$ cat src/rtl/interrupt_sequencer_if.sv
// Interrupt sequencer bus: the pin and core-status inputs, and the
// sequencing outputs consumed by logicControl/instructionRegister.
// The core side (or a testbench) uses the master modport. The sequencer
// uses the slave modport.
interface interrupt_sequencer_if;
  // Inputs to the sequencer
  logic        haltAll;
  logic        NMI_L;
  logic        IRQ_L;
  logic        RES_L;
  logic        statusI;
  logic        brkOp;
  logic        insnBoundary;

  // Outputs from the sequencer
  logic [2:0]  activeInt;
  logic [2:0]  seqStep;
  logic        pushEn;
  logic [1:0]  pushSel;
  logic        pushB;
  logic [15:0] vecAddr;
  logic        vecRd;
  logic        setI;
  logic        intHandled;
  logic        busy;

  modport master (
    output haltAll, NMI_L, IRQ_L, RES_L, statusI, brkOp, insnBoundary,
    input  activeInt, seqStep, pushEn, pushSel, pushB, vecAddr, vecRd,
           setI, intHandled, busy
  );

  modport slave (
    input  haltAll, NMI_L, IRQ_L, RES_L, statusI, brkOp, insnBoundary,
    output activeInt, seqStep, pushEn, pushSel, pushB, vecAddr, vecRd,
           setI, intHandled, busy
  );
endinterface

$ cat src/rtl/interrupt_sequencer.sv
// interrupt_sequencer: arbitrates RES/NMI/IRQ/BRK and walks the 7-cycle
// interrupt-entry sequence of the 6502C core:
//   T0 dummy, T1 push PCH, T2 push PCL, T3 push P, T4 vector lo,
//   T5 vector hi, T6 handoff.
// Optional build macro NMI_HIJACK_EN: an NMI that becomes pending during
// the push phase of an IRQ/BRK sequence takes over its vector fetch.
// Without the macro, the vector is fixed when the sequence starts.
module interrupt_sequencer #(
  parameter logic [15:0] NMI_VEC = 16'hFFFA,
  parameter logic [15:0] RES_VEC = 16'hFFFC,
  parameter logic [15:0] IRQ_VEC = 16'hFFFE
) (
  input  logic                  phi1,
  input  logic                  rstAll,
  interrupt_sequencer_if.slave  bus
);

  // The state encoding doubles as the seqStep output (0 idle, 1..7 = T0..T6).
  typedef enum logic [2:0] {
    ST_IDLE     = 3'd0,
    ST_DUMMY    = 3'd1,
    ST_PUSH_PCH = 3'd2,
    ST_PUSH_PCL = 3'd3,
    ST_PUSH_P   = 3'd4,
    ST_VEC_LO   = 3'd5,
    ST_VEC_HI   = 3'd6,
    ST_HANDOFF  = 3'd7
  } state_t;

  typedef enum logic [2:0] {
    INT_NONE = 3'd0,
    INT_RST  = 3'd1,
    INT_NMI  = 3'd2,
    INT_IRQ  = 3'd3,
    INT_BRK  = 3'd4
  } int_t;

  state_t state_q, state_d;
  int_t   act_q, act_d;
  // The BRK origin is kept separately so that a hijacked BRK still pushes B=1.
  logic   brk_q, brk_d;
  // Set on the first cycle spent in a step. It makes the setI and intHandled
  // pulses single-cycle even if a halt holds the step.
  logic   fresh_q, fresh_d;

  logic   nmi_pending;
  logic   nmi_prev;

  logic   res_req;
  logic   irq_req;
  logic   nmi_edge;
  logic   nmi_clear;
  logic   set_i;
  logic   int_handled;
  logic   push_en;
  logic   vec_rd;
  logic [15:0] vec_base;

  assign res_req  = ~bus.RES_L;
  assign irq_req  = ~bus.IRQ_L & ~bus.statusI;
  assign nmi_edge = nmi_prev & ~bus.NMI_L;

  assign set_i       = (state_q == ST_VEC_LO)  && fresh_q;
  assign int_handled = (state_q == ST_HANDOFF) && fresh_q;
  // The NMI is consumed when its vector fetch begins.
  assign nmi_clear   = set_i && (act_q == INT_NMI);

  // NMI falling-edge detector and pending latch. This keeps running through haltAll.
  always_ff @(posedge phi1) begin
    // NOTE: state registers use non-blocking assignments so that every flop
    // samples pre-edge values, whatever order the simulator evaluates blocks in.
    if (rstAll) begin
      nmi_prev    <= 1'b1;
      nmi_pending <= 1'b0;
    end else begin
      nmi_prev <= bus.NMI_L;
      if (nmi_edge) begin
        nmi_pending <= 1'b1;
      end else if (nmi_clear) begin
        nmi_pending <= 1'b0;
      end
    end
  end

  // Sequencer state register.
  always_ff @(posedge phi1) begin
    if (rstAll) begin
      state_q <= ST_IDLE;
      act_q   <= INT_NONE;
      brk_q   <= 1'b0;
      fresh_q <= 1'b0;
    end else begin
      state_q <= state_d;
      act_q   <= act_d;
      brk_q   <= brk_d;
      fresh_q <= fresh_d;
    end
  end

  // Next-state logic: arbitration at the boundary, step advance, RES abort, optional NMI hijack.
  always_comb begin
    // NOTE: every signal gets a default before any branch. A path that leaves one
    // unassigned would infer a latch.
    state_d = state_q;
    act_d   = act_q;
    brk_d   = brk_q;
    fresh_d = 1'b0;

    if (!bus.haltAll) begin
      if (state_q == ST_IDLE) begin
        if (bus.insnBoundary) begin
          if (res_req) begin
            state_d = ST_DUMMY;
            act_d   = INT_RST;
            brk_d   = 1'b0;
            fresh_d = 1'b1;
          end else if (nmi_pending) begin
            state_d = ST_DUMMY;
            act_d   = INT_NMI;
            brk_d   = 1'b0;
            fresh_d = 1'b1;
          end else if (irq_req) begin
            state_d = ST_DUMMY;
            act_d   = INT_IRQ;
            brk_d   = 1'b0;
            fresh_d = 1'b1;
          end else if (bus.brkOp) begin
            state_d = ST_DUMMY;
            act_d   = INT_BRK;
            brk_d   = 1'b1;
            fresh_d = 1'b1;
          end
        end
      end else if (res_req) begin
        // Reset aborts any sequence in flight, including a reset sequence, and restarts at T0.
        state_d = ST_DUMMY;
        act_d   = INT_RST;
        brk_d   = 1'b0;
        fresh_d = 1'b1;
      end else if (state_q == ST_HANDOFF) begin
        state_d = ST_IDLE;
        act_d   = INT_NONE;
        brk_d   = 1'b0;
      end else begin
        state_d = state_t'(state_q + 3'd1);
        fresh_d = 1'b1;
`ifdef NMI_HIJACK_EN
        // A pending NMI seen before the vector fetch redirects an IRQ/BRK
        // entry to the NMI vector. The pushed B bit stays as it was.
        if (nmi_pending &&
            (state_q inside {ST_DUMMY, ST_PUSH_PCH, ST_PUSH_PCL, ST_PUSH_P}) &&
            (act_q inside {INT_IRQ, INT_BRK})) begin
          act_d = INT_NMI;
        end
`endif
      end
    end
  end

  // Output decode from the current step and interrupt type.
  always_comb begin
    push_en  = 1'b0;
    vec_rd   = 1'b0;
    vec_base = IRQ_VEC;

    push_en = (state_q inside {ST_PUSH_PCH, ST_PUSH_PCL, ST_PUSH_P}) &&
              (act_q != INT_RST);
    vec_rd  = (state_q inside {ST_VEC_LO, ST_VEC_HI});

    case (act_q)
      INT_RST: vec_base = RES_VEC;
      INT_NMI: vec_base = NMI_VEC;
      default: vec_base = IRQ_VEC;
    endcase

    bus.seqStep    = state_q;
    bus.activeInt  = act_q;
    bus.busy       = (state_q != ST_IDLE);
    bus.pushEn     = push_en;
    bus.pushSel    = push_en ? 2'(state_q - ST_PUSH_PCH) : 2'd0;
    bus.pushB      = push_en && brk_q;
    bus.vecRd      = vec_rd;
    bus.vecAddr    = vec_rd ? (vec_base + {15'd0, (state_q == ST_VEC_HI)}) : 16'd0;
    bus.setI       = set_i;
    bus.intHandled = int_handled;
  end

endmodule

$ cat src/flat_wrapper.sv
// flat-port wrapper written by rule: the top's interface ports become plain ports
module interrupt_sequencer_flat 
#(
  parameter logic [15:0] NMI_VEC = 16'hFFFA,
  parameter logic [15:0] RES_VEC = 16'hFFFC,
  parameter logic [15:0] IRQ_VEC = 16'hFFFE
)
  (phi1, rstAll, bus_haltAll, bus_NMI_L, bus_IRQ_L, bus_RES_L, bus_statusI, bus_brkOp, bus_insnBoundary, bus_activeInt, bus_seqStep, bus_pushEn, bus_pushSel, bus_pushB, bus_vecAddr, bus_vecRd, bus_setI, bus_intHandled, bus_busy);
  interrupt_sequencer_if bus_i ();
  input  logic phi1;
  input  logic rstAll;
  input wire logic [$bits(bus_i.haltAll)-1:0] bus_haltAll;
  input wire logic [$bits(bus_i.NMI_L)-1:0] bus_NMI_L;
  input wire logic [$bits(bus_i.IRQ_L)-1:0] bus_IRQ_L;
  input wire logic [$bits(bus_i.RES_L)-1:0] bus_RES_L;
  input wire logic [$bits(bus_i.statusI)-1:0] bus_statusI;
  input wire logic [$bits(bus_i.brkOp)-1:0] bus_brkOp;
  input wire logic [$bits(bus_i.insnBoundary)-1:0] bus_insnBoundary;
  output wire logic [$bits(bus_i.activeInt)-1:0] bus_activeInt;
  output wire logic [$bits(bus_i.seqStep)-1:0] bus_seqStep;
  output wire logic [$bits(bus_i.pushEn)-1:0] bus_pushEn;
  output wire logic [$bits(bus_i.pushSel)-1:0] bus_pushSel;
  output wire logic [$bits(bus_i.pushB)-1:0] bus_pushB;
  output wire logic [$bits(bus_i.vecAddr)-1:0] bus_vecAddr;
  output wire logic [$bits(bus_i.vecRd)-1:0] bus_vecRd;
  output wire logic [$bits(bus_i.setI)-1:0] bus_setI;
  output wire logic [$bits(bus_i.intHandled)-1:0] bus_intHandled;
  output wire logic [$bits(bus_i.busy)-1:0] bus_busy;
  assign bus_i.haltAll = bus_haltAll;
  assign bus_i.NMI_L = bus_NMI_L;
  assign bus_i.IRQ_L = bus_IRQ_L;
  assign bus_i.RES_L = bus_RES_L;
  assign bus_i.statusI = bus_statusI;
  assign bus_i.brkOp = bus_brkOp;
  assign bus_i.insnBoundary = bus_insnBoundary;
  assign bus_activeInt = bus_i.activeInt;
  assign bus_seqStep = bus_i.seqStep;
  assign bus_pushEn = bus_i.pushEn;
  assign bus_pushSel = bus_i.pushSel;
  assign bus_pushB = bus_i.pushB;
  assign bus_vecAddr = bus_i.vecAddr;
  assign bus_vecRd = bus_i.vecRd;
  assign bus_setI = bus_i.setI;
  assign bus_intHandled = bus_i.intHandled;
  assign bus_busy = bus_i.busy;
  interrupt_sequencer #(.NMI_VEC(NMI_VEC), .RES_VEC(RES_VEC), .IRQ_VEC(IRQ_VEC)) u_core (.phi1(phi1), .rstAll(rstAll), .bus(bus_i));
endmodule
$ cat config.mk
export PLATFORM = sky130hd
export DESIGN_NAME = interrupt_sequencer_flat
export DESIGN_NICKNAME = d
export VERILOG_FILES = /design/src/rtl/interrupt_sequencer_if.sv /design/src/rtl/interrupt_sequencer.sv /design/src/flat_wrapper.sv
export SDC_FILE = /design/constraint.sdc
export NUM_CORES = 1
export LEC_CHECK = 0
export CORE_MARGIN = 4
export CORE_UTILIZATION = 37
export DETAILED_ROUTE_END_ITERATION = 16
export PLACE_DENSITY = 0.78
export SKIP_CTS_REPAIR_TIMING = 1
export SLEW_MARGIN = 10
export SYNTH_ARGS = -nofsm -noshare
export SYNTH_HDL_FRONTEND = slang
export SYNTH_SLANG_ARGS = --single-unit
$ cat constraint.sdc
create_clock -name phi1 -period 1.87 [get_ports phi1]
set_input_delay 0.187 -clock phi1 [delete_from_list [all_inputs] [get_ports phi1]]
set_output_delay 0.187 -clock phi1 [all_outputs]
set_load 0.05 [all_outputs]
---- Word level (Yosys, flattened, before mapping) ----
Cells that the tools add are included.
cells by class
  $add $sub $neg .......................... 3
  equal/unequal tests ..................... 12
  multiplexer cells ....................... 37
  bitwise gates (word level) .............. 6
  reduce and logical (&&, ||, !) cells .... 13
operators with widths
  cell                                                   number
  2-to-1 mux 3 bit                                       16
  2-to-1 mux 1 bit                                       18
  2-to-1 mux 16 bit                                      1
  equality test 3 bit, second input constant             4
  equality test 3 x 2 -> 1 bit, second input constant    3
  inequality test 3 x 1 -> 1 bit, second input constant  2
  case mux 3 bit (2 select lines)                        1
  nonzero test 3 bit                                     2
  adder 4 x 2 -> 5 bit                                   1
  logical AND 1 bit                                      5
  inequality test 5 x 3 -> 1 bit, second input constant  1
  NOT 1 bit                                              4
  AND reduction 4 bit                                    1
  nonzero test 2 bit                                     2
  adder 3 x 1 -> 3 bit, second input constant            1
  equality test 3 x 1 -> 1 bit, second input constant    1
  logical NOT 3 bit                                      1
  AND reduction 3 bit                                    1
  AND 1 bit                                              2
  2-to-1 mux 2 bit                                       1
  inequality test 2 bit, second input constant           1
  OR reduction 2 bit                                     1
  subtractor 2 bit, second input constant                1
storage, ports and cells
  bits in registers ....................... 10
  bits of input ports ..................... 9
  output and inout bits ................... 30
  logic and storage cells ................. 77

---- Depth between registers and ports, before layout ----
Gate-level depths: netlist of the first run.
  word-level depth ........................ 7
  depth in mapped cells ................... 7

---- Least setup slack after synthesis of the first run ----
Ideal clock, no wire load.
  kind .................................... register to output
  start ................................... register u_core.state_q[0] (netlist: u_core.bus.seqStep[0])
  end ..................................... output port bus_pushSel[0]
  arrival ................................. 2079 ps
  data required time ...................... 1683 ps
  path slack .............................. -396 ps
  stages on the path, launching flop included .. 5
  buffers on the path ..................... 0
  cell sequence ........................... dfxtp_1 -> inv_1 -> ha_1 -> mux2i_1 -> nor3_1
between the ends
  cells in the longest elaborated chain, start to end .. 4
  elaborated cells between the ends (all ways) .. 7
  those cells by class .................... 1 x add/sub; 3 x eq/ne; 1 x mux; 2 x reduce/logical
RTL lines
  what                                                                        RTL line                    RTL
  start: declaration                                                          interrupt_sequencer.sv:38   state_t state_q, state_d;
  start signal: assignment                                                    interrupt_sequencer.sv:93   state_q <= state_d;
  equality test 3 x 2 -> 1 bit / equality test 3 bit (equally long branches)  interrupt_sequencer.sv:166  push_en = (state_q inside {ST_PUSH_PCH, ST_PUSH_PCL, ST_PUSH_P}) &&
  nonzero test 3 bit                                                          interrupt_sequencer.sv:166
  logical AND 1 bit                                                           interrupt_sequencer.sv:166
  2-to-1 mux 2 bit *                                                          interrupt_sequencer.sv:180  bus.pushSel = push_en ? 2'(state_q - ST_PUSH_PCH) : 2'd0;
  end: declaration                                                            flat_wrapper.sv:22          output wire logic [$bits(bus_i.pushSel)-1:0] bus_pushSel;
Mark *: on every way between the ends. The rest lies on a longest branch, timed or not.

---- Final worst setup path of the first run ----
Same ends and word-level chain as after synthesis.

==> results of run 1 <==
stage by stage:
step / total power [mW] / setup slack [ps] / std cells / instance area [sq um] / hold WS (ps)
6_report: 0.5021 / 87.41 / 135 / 1059 / 447.5
5_1_grt: 0.5318 / -8.508 / 135 / 1059 / 472.1
4_1_cts: 0.5087 / 58.81 / 135 / 1054 / 453.5
3_5_place_dp: 0.3511 / 97.16 / 131 / 1027 / 445.2
3_3_place_gp: 0.3482 / 144.6 / 131 / 1027 / 442.7
2_1_floorplan: 0.2984 / -331.8 / 80 / 704.4 / 293.6
registers in the layout, summed over array words and instances (netlist names):
register,count
u_core.bus.seqStep,3
u_core.bus.activeInt,3
u_core.nmi_pending,1
u_core.fresh_q,1
u_core.nmi_prev,1
per-layer routing:
layer / track usage [%] / vias up / wire [microns]
met3: 3.499 / 3 / 172
met5: 0 / - / 0
met4: 9.170 / 0 / 38
li1: - / 323 / -
met1: 14.34 / 277 / 690
met2: 25.00 / 33 / 777
cells by family (layout without fill, tap and decap cells):
| group | after synthesis | in the layout |
|---|---|---|
| buffers and inverters | 19 | 49 |
| DFF | 9 | 9 |
| AOI/OAI and AO/OA | 12 | 12 |
| and+or+nand+nor | 31 | 31 |
| muxes | 4 | 4 |
| adders and majority gates | 5 | 5 |
worst max-delay path by stage:
stage,start,slack (ps),depth (start not counted),to
5_1_grt,u_core.bus.seqStep[0],-9,5,bus_pushSel[0]
3_5_place_dp,bus_RES_L,100,5,u_core.bus.activeInt[2]
2_1_floorplan,u_core.bus.seqStep[2],-330,2,bus_pushSel[0]
3_3_place_gp,bus_RES_L,140,5,u_core.bus.activeInt[2]
6_report,u_core.bus.seqStep[0],90,5,bus_pushSel[0]
4_1_cts,u_core.bus.seqStep[2],60,1,bus_seqStep[2]
tightest hold or removal path, stage by stage (launching register included):
cell and delay (ps):
dfxtp_1 290, nand2b_1 60, a21oi_1 50
where the power goes:
part           leakage [nW]  switching, mW  internal (mW)
sequential           0.0746        0.00774          0.202
clock                0.0150         0.0723         0.0824
combinational         0.406         0.0747         0.0627
layout make-up:
type / count / area, sq um
timing repair buffer: 42 / 415.4
sequential: 9 / 182.7
clock buffer: 4 / 26.28
fill: 181 / 705.7
inverter: 3 / 11.26
multi-input combinational: 52 / 391.6
tap: 25 / 31.28
cells in the mapped netlist:
library cell  number
a21o_1             1
nand4_1            2
and3_2             1
nand2_1            4
nor2_1             3
a311oi_1           1
dfxtp_1            9
or4_1              1
o21ba_4            1
a21oi_1            4
and2_1             1
a211oi_1           1
or3_4              1
buf_4             14
or3b_1             1
mux2_1             2
nand2b_1           3
inv_1              3
mux2i_1            2
nor3b_1            2
and2_2             1
nand3b_1           1
nor2b_1            4
nor3_1             4
buf_6              1
or2_2              1
o21ai_0            2
ha_1               5
o21bai_1           1
o2111a_1           1
nand3_2            1
buf_2              1
==> key figures, run 1 <==
STA
  – Final max-slew violation count: 0
  – Minimum clock period: 1783 ps
  – Final worst path period share: ~95%
  – Skew final: 7.386 ps
  – Worst slew pin tran: ~520 ps
  – Final hold vios: 0
  – Unrepaired setup endpoints after global routing: yes
  – Setup tns final: 0 ps
  – Slew Limit Headroom: 65.45%
  – Final setup vio count: 0
  – Max Fclk: roughly 560 MHz

Floorplanning
  – Core outline area: around 1800 sq um
  – I/O pin count: 39
  – Die width: about 51 microns
  – Initial Utilization: between 30% and 40%
  – Cell Rows: 15
  – Die H: 51.40 microns
  – Die ar.: between 2000 and 3000 sq um

Critical path
  – RR Startpoint: u_core.bus.seqStep[0]
  – Worst path arrival time: ~1600 ps
  – Kind of end point of the critical path: primary output
  – Worst Path Required: roughly 1700 ps
  – Crit path max fanout: 5
  – Top delay family on crit path: flip-flops
  – R2R cell count: 6
  – Crit path buf inv count: 2
  – Reg2reg end: u_core.bus.activeInt[2]
  – CP Cell Sequence: inv_1 > ha_2 > mux2i_1 > nor3_1 > buf_12
  – Slowest cell delay on critical path: ~340 ps
  – Critical setup path kind: reg2out
  – Crit path launch type: flip-flop
  – R2R setup slack: roughly 100 ps
  – CP max stage cell: dfxtp_2

Yosys
  – Syn Inst Count: 80
  – Seq/Total Area, Yosys: roughly 26%
  – Post-Syn Area: between 600 and 700 sq um
  – Library cells used by synthesis: 32
  – Post-Synth Adder-Cell Area: under 10%
  – Area contributors post-synth: dfxtp_1 (26%), buf_4 (15%), ha_1 (9.0%)
  – XOR/XNOR Fraction of Synth Area: 0%
  – Syn_area_per_cell: 8.711 sq um
  – YS warnings: 0
  – Compound-Gate Fraction of Synth Area: 12.75%
  – Synth top area share: 25.85%
  – Flip-flop and latch count after synthesis: 9
  – Largest area contributor in the synthesized netlist: dfxtp_1
  – Syn Nets: 94
  – Post-synthesis mux area share: between 6 and 7%
  – Combinational family with the most area after synthesis: simple AND/OR/NAND/NOR gates
  – Post-Synth Simple-Gate Area: between 20 and 30%

Detailed routing
  – Vias per cell: ~4.7
  – Detail Route Antenna Nets: 0
  – Initial drt markers: 4
  – DR WL/cell: approximately 12 microns
  – Routed wire length: about 1700 microns
  – Vias: approximately 640
  – DR pass1 iterations: 3
  – Remaining DRCs: 0

Global routing
  – Largest net degree at the start of global routing: 15
  – Vias in the first global route: around 630
  – First-pass GRT wire length: approximately 2700 microns
  – Initial antenna violation count: 0
  – Gr usage total: 14.05%
  – GRT overflow: 0

CTS
  – CTS Buffer Depth: 2
  – CTS Sinks: 9
  – Root Buffer: clkbuf_4
  – H-tree Lvls: 1
  – Clk slew on worst S/H paths: approximately 60 ps
  – CTS buffer count: 3
  – CTS tree: yes
  – Worst skew pair latency: 270 ps

Final layout
  – Core Util, Final: between 60% and 70%
  – Share of cells above drive strength 1: just under 40%
  – Fin nets: ~130
  – Most frequent cells in the layout: buf_4 (23), clkdlybuf4s50_1 (13), dfxtp_1 (7)
  – Most common cell after layout, fill and taps aside: buf_4
  – Number of diodes: 0
  – Area growth syn-to-layout: 51.89%

Flow run
  – Max Cap Viol: 0

Status
  – Outcome: finished, final reports clean

Worst hold path
  – Hold path endpoint: u_core.nmi_pending
  – Cell depth of the worst hold path: 2
  – Critical hold path startpoint: u_core.nmi_prev
  – Hold Path Class: reg2reg

Placement
  – Dpl hpwl: 1384 microns
  – Final GP Congestion: between 0.7 and 0.8
  – Buffers on Ports: 38

Pwr
  – Power density over the cells: between 400 and 500 nW/um^2
  – Max IR drop VDD: 0.0003639 V
  – Leakage: just under 0.5 nW
No activity file was read; power rests on OpenSTA's default activity.
==> run 2, diff against run 1 <==
==> constraint.sdc (replaced) <==
create_clock -name phi1 -period 1.75 [get_ports phi1]
set_input_delay 0.175 -clock phi1 [delete_from_list [all_inputs] [get_ports phi1]]
set_output_delay 0.175 -clock phi1 [all_outputs]
set_load 0.05 [all_outputs]
==> key figures, run 2 (same netlist as run 1, synthesis figures left out) <==
STA
  – Final max-slew violation count: 0
  – Final setup vio count: 0
  – Max Fclk: 591.7 MHz
  – Final worst path period share: 96.57%
  – Worst slew pin tran: slightly above 500 ps
  – Worst Setup Slack, final: about 60 ps
  – Unrepaired setup endpoints after global routing: no
  – Slew Limit Headroom: 66.17%
  – Final hold vios: 0
  – Skew final: 1.159 ps
  – Setup tns final: 0 ps
  – Minimum clock period: approximately 1700 ps

Critical path
  – Critical setup path kind: reg2out
  – Top delay family on crit path: buffers and inverters
  – Crit path max fanout: 9
  – CP Cell Sequence: clkdlybuf4s50_1
  – Crit path launch type: flip-flop
  – R2R cell count: 6
  – Crit path buf inv count: 1
  – CP max stage cell: clkdlybuf4s50_1
  – Worst Path Required: 1570 ps
  – Slowest cell delay on critical path: roughly 830 ps
  – Worst path arrival time: between 1500 and 2000 ps
  – Kind of end point of the critical path: primary output
  – Crit path depth: 1

Detailed routing
  – Initial drt markers: 6
  – Routed wire length: approximately 1600 microns
  – Vias: 650
  – DR WL/cell: 11.61 microns
  – Remaining DRCs: 0
  – Vias per cell: approximately 4.7
  – DR pass1 iterations: 2
  – Detail Route Antenna Nets: 0

Pwr
  – Max IR drop VDD: 0.0004029 V
  – Logic pwr share: between 30% and 40%
  – Clk pwr share: between 20% and 30%
  – Leakage: between 0.4 and 0.5 nW
  – Switching power: about 160 uW
  – Sequential power share: 41.3%
  – Power density over the cells: a little under 500 nW/um^2
  – Sw frac: just under 30%
  – Internal: between 300 and 400 uW

Global routing
  – Vias in the first global route: 632
  – GRT overflow: 0
  – Gr usage total: between 10% and 20%
  – First-pass GRT wire length: approximately 2700 microns
  – Largest net degree at the start of global routing: 15
  – Initial antenna violation count: 0

CTS
  – H-tree Lvls: 1
  – CTS Sinks: 9
  – Clk slew on worst S/H paths: about 60 ps
  – CTS buffer count: 3
  – Worst skew pair latency: 250 ps
  – CTS tree: yes
  – Root Buffer: clkbuf_4
  – CTS Buffer Depth: 2

Floorplanning
  – Die ar.: 2642 sq um
  – Cell Rows: 15
  – Die width: about 51 microns
  – Core outline area: 1764 sq um
  – I/O pin count: 39
  – Die H: 51.40 microns
  – Initial Utilization: between 30% and 40%

Final layout
  – Share of cells above drive strength 1: between 40 and 50%
  – Most common cell after layout, fill and taps aside: buf_4
  – Number of diodes: 0
  – Multi-input logic area: about 420 sq um
  – Core Util, Final: about three fifths
  – Fin area: between 1000 and 1500 sq um
  – Sequential cell area: roughly 190 sq um
  – Fin nets: 127
  – Most frequent cells in the layout: buf_4 (26), clkdlybuf4s50_1 (14), dfxtp_1 (6)
  – Area growth syn-to-layout: 56.37%
  – Layout fillers: 183

Placement
  – DP Area: about 1000 sq um
  – Buffers on Ports: 38
  – Final GP Congestion: ~0.81
  – Place WS: approximately 47 ps
  – Dpl hpwl: ~1400 microns

Flow run
  – Max Cap Viol: 0

Status
  – Outcome: finished, final reports clean

Worst hold path
  – Hold Path Class: reg2reg
  – Cell depth of the worst hold path: 2
-- run 2: cell type report --
class / count / area share [%]
timing repair buffer: 44 / 38.12
sequential: 9 / 17.34
clock buffer: 4 / 2.411
tap: 25 / 2.870
multi-input combinational: 52 / 38.23
inverter: 3 / 1.033
-- run 2: power by group through the flow --
stage | sequential (mW) | combinational [mW] | clock, mW
finish | 0.224 | 0.162 | 0.156
global route | 0.225 | 0.175 | 0.178
floorplan | 0.244 | 0.0744 | 0
CTS | 0.223 | 0.158 | 0.164
global placement | 0.227 | 0.156 | 0
detailed placement | 0.228 | 0.157 | 0
-- run 2: path summary, 6_finish.rpt --
kind                                                 to  slack [ps]             startpoint
worst min-delay path                 u_core.nmi_pending         450        u_core.nmi_prev
worst max register to register  u_core.bus.activeInt[2]         120  u_core.bus.seqStep[0]
worst min register to register       u_core.nmi_pending         450        u_core.nmi_prev
worst max-delay path                     bus_seqStep[2]          60  u_core.bus.seqStep[2]
-- run 2: worst register-to-register path, cell delays in order (launching register included) --
cell      delay [ps]
dfxtp_4          360
inv_2             90
ha_4             150
nand3b_1          90
or3_4            390
nand3_2          110
mux2_1           320
-- run 2: routing by layer --
metal | wire [microns] | up-vias | track usage, %
li1 | - | 332 | -
met1 | 641 | 283 | 15.03
met2 | 719 | 33 | 22.67
met3 | 212 | 2 | 2.915
met4 | 17 | 0 | 6.550
met5 | 0 | - | 0
-- run 2: through the flow --
| stage | power, mW | hold WS [ps] | std cells |
|---|---|---|---|
| 2_1_floorplan | 0.3180 | 281.6 | 80 |
| 3_3_place_gp | 0.3827 | 447.5 | 133 |
| 3_5_place_dp | 0.3850 | 457.3 | 133 |
| 4_1_cts | 0.5455 | 465.8 | 137 |
| 5_1_grt | 0.5776 | 499.5 | 137 |
| 6_report | 0.5415 | 454.9 | 137 |
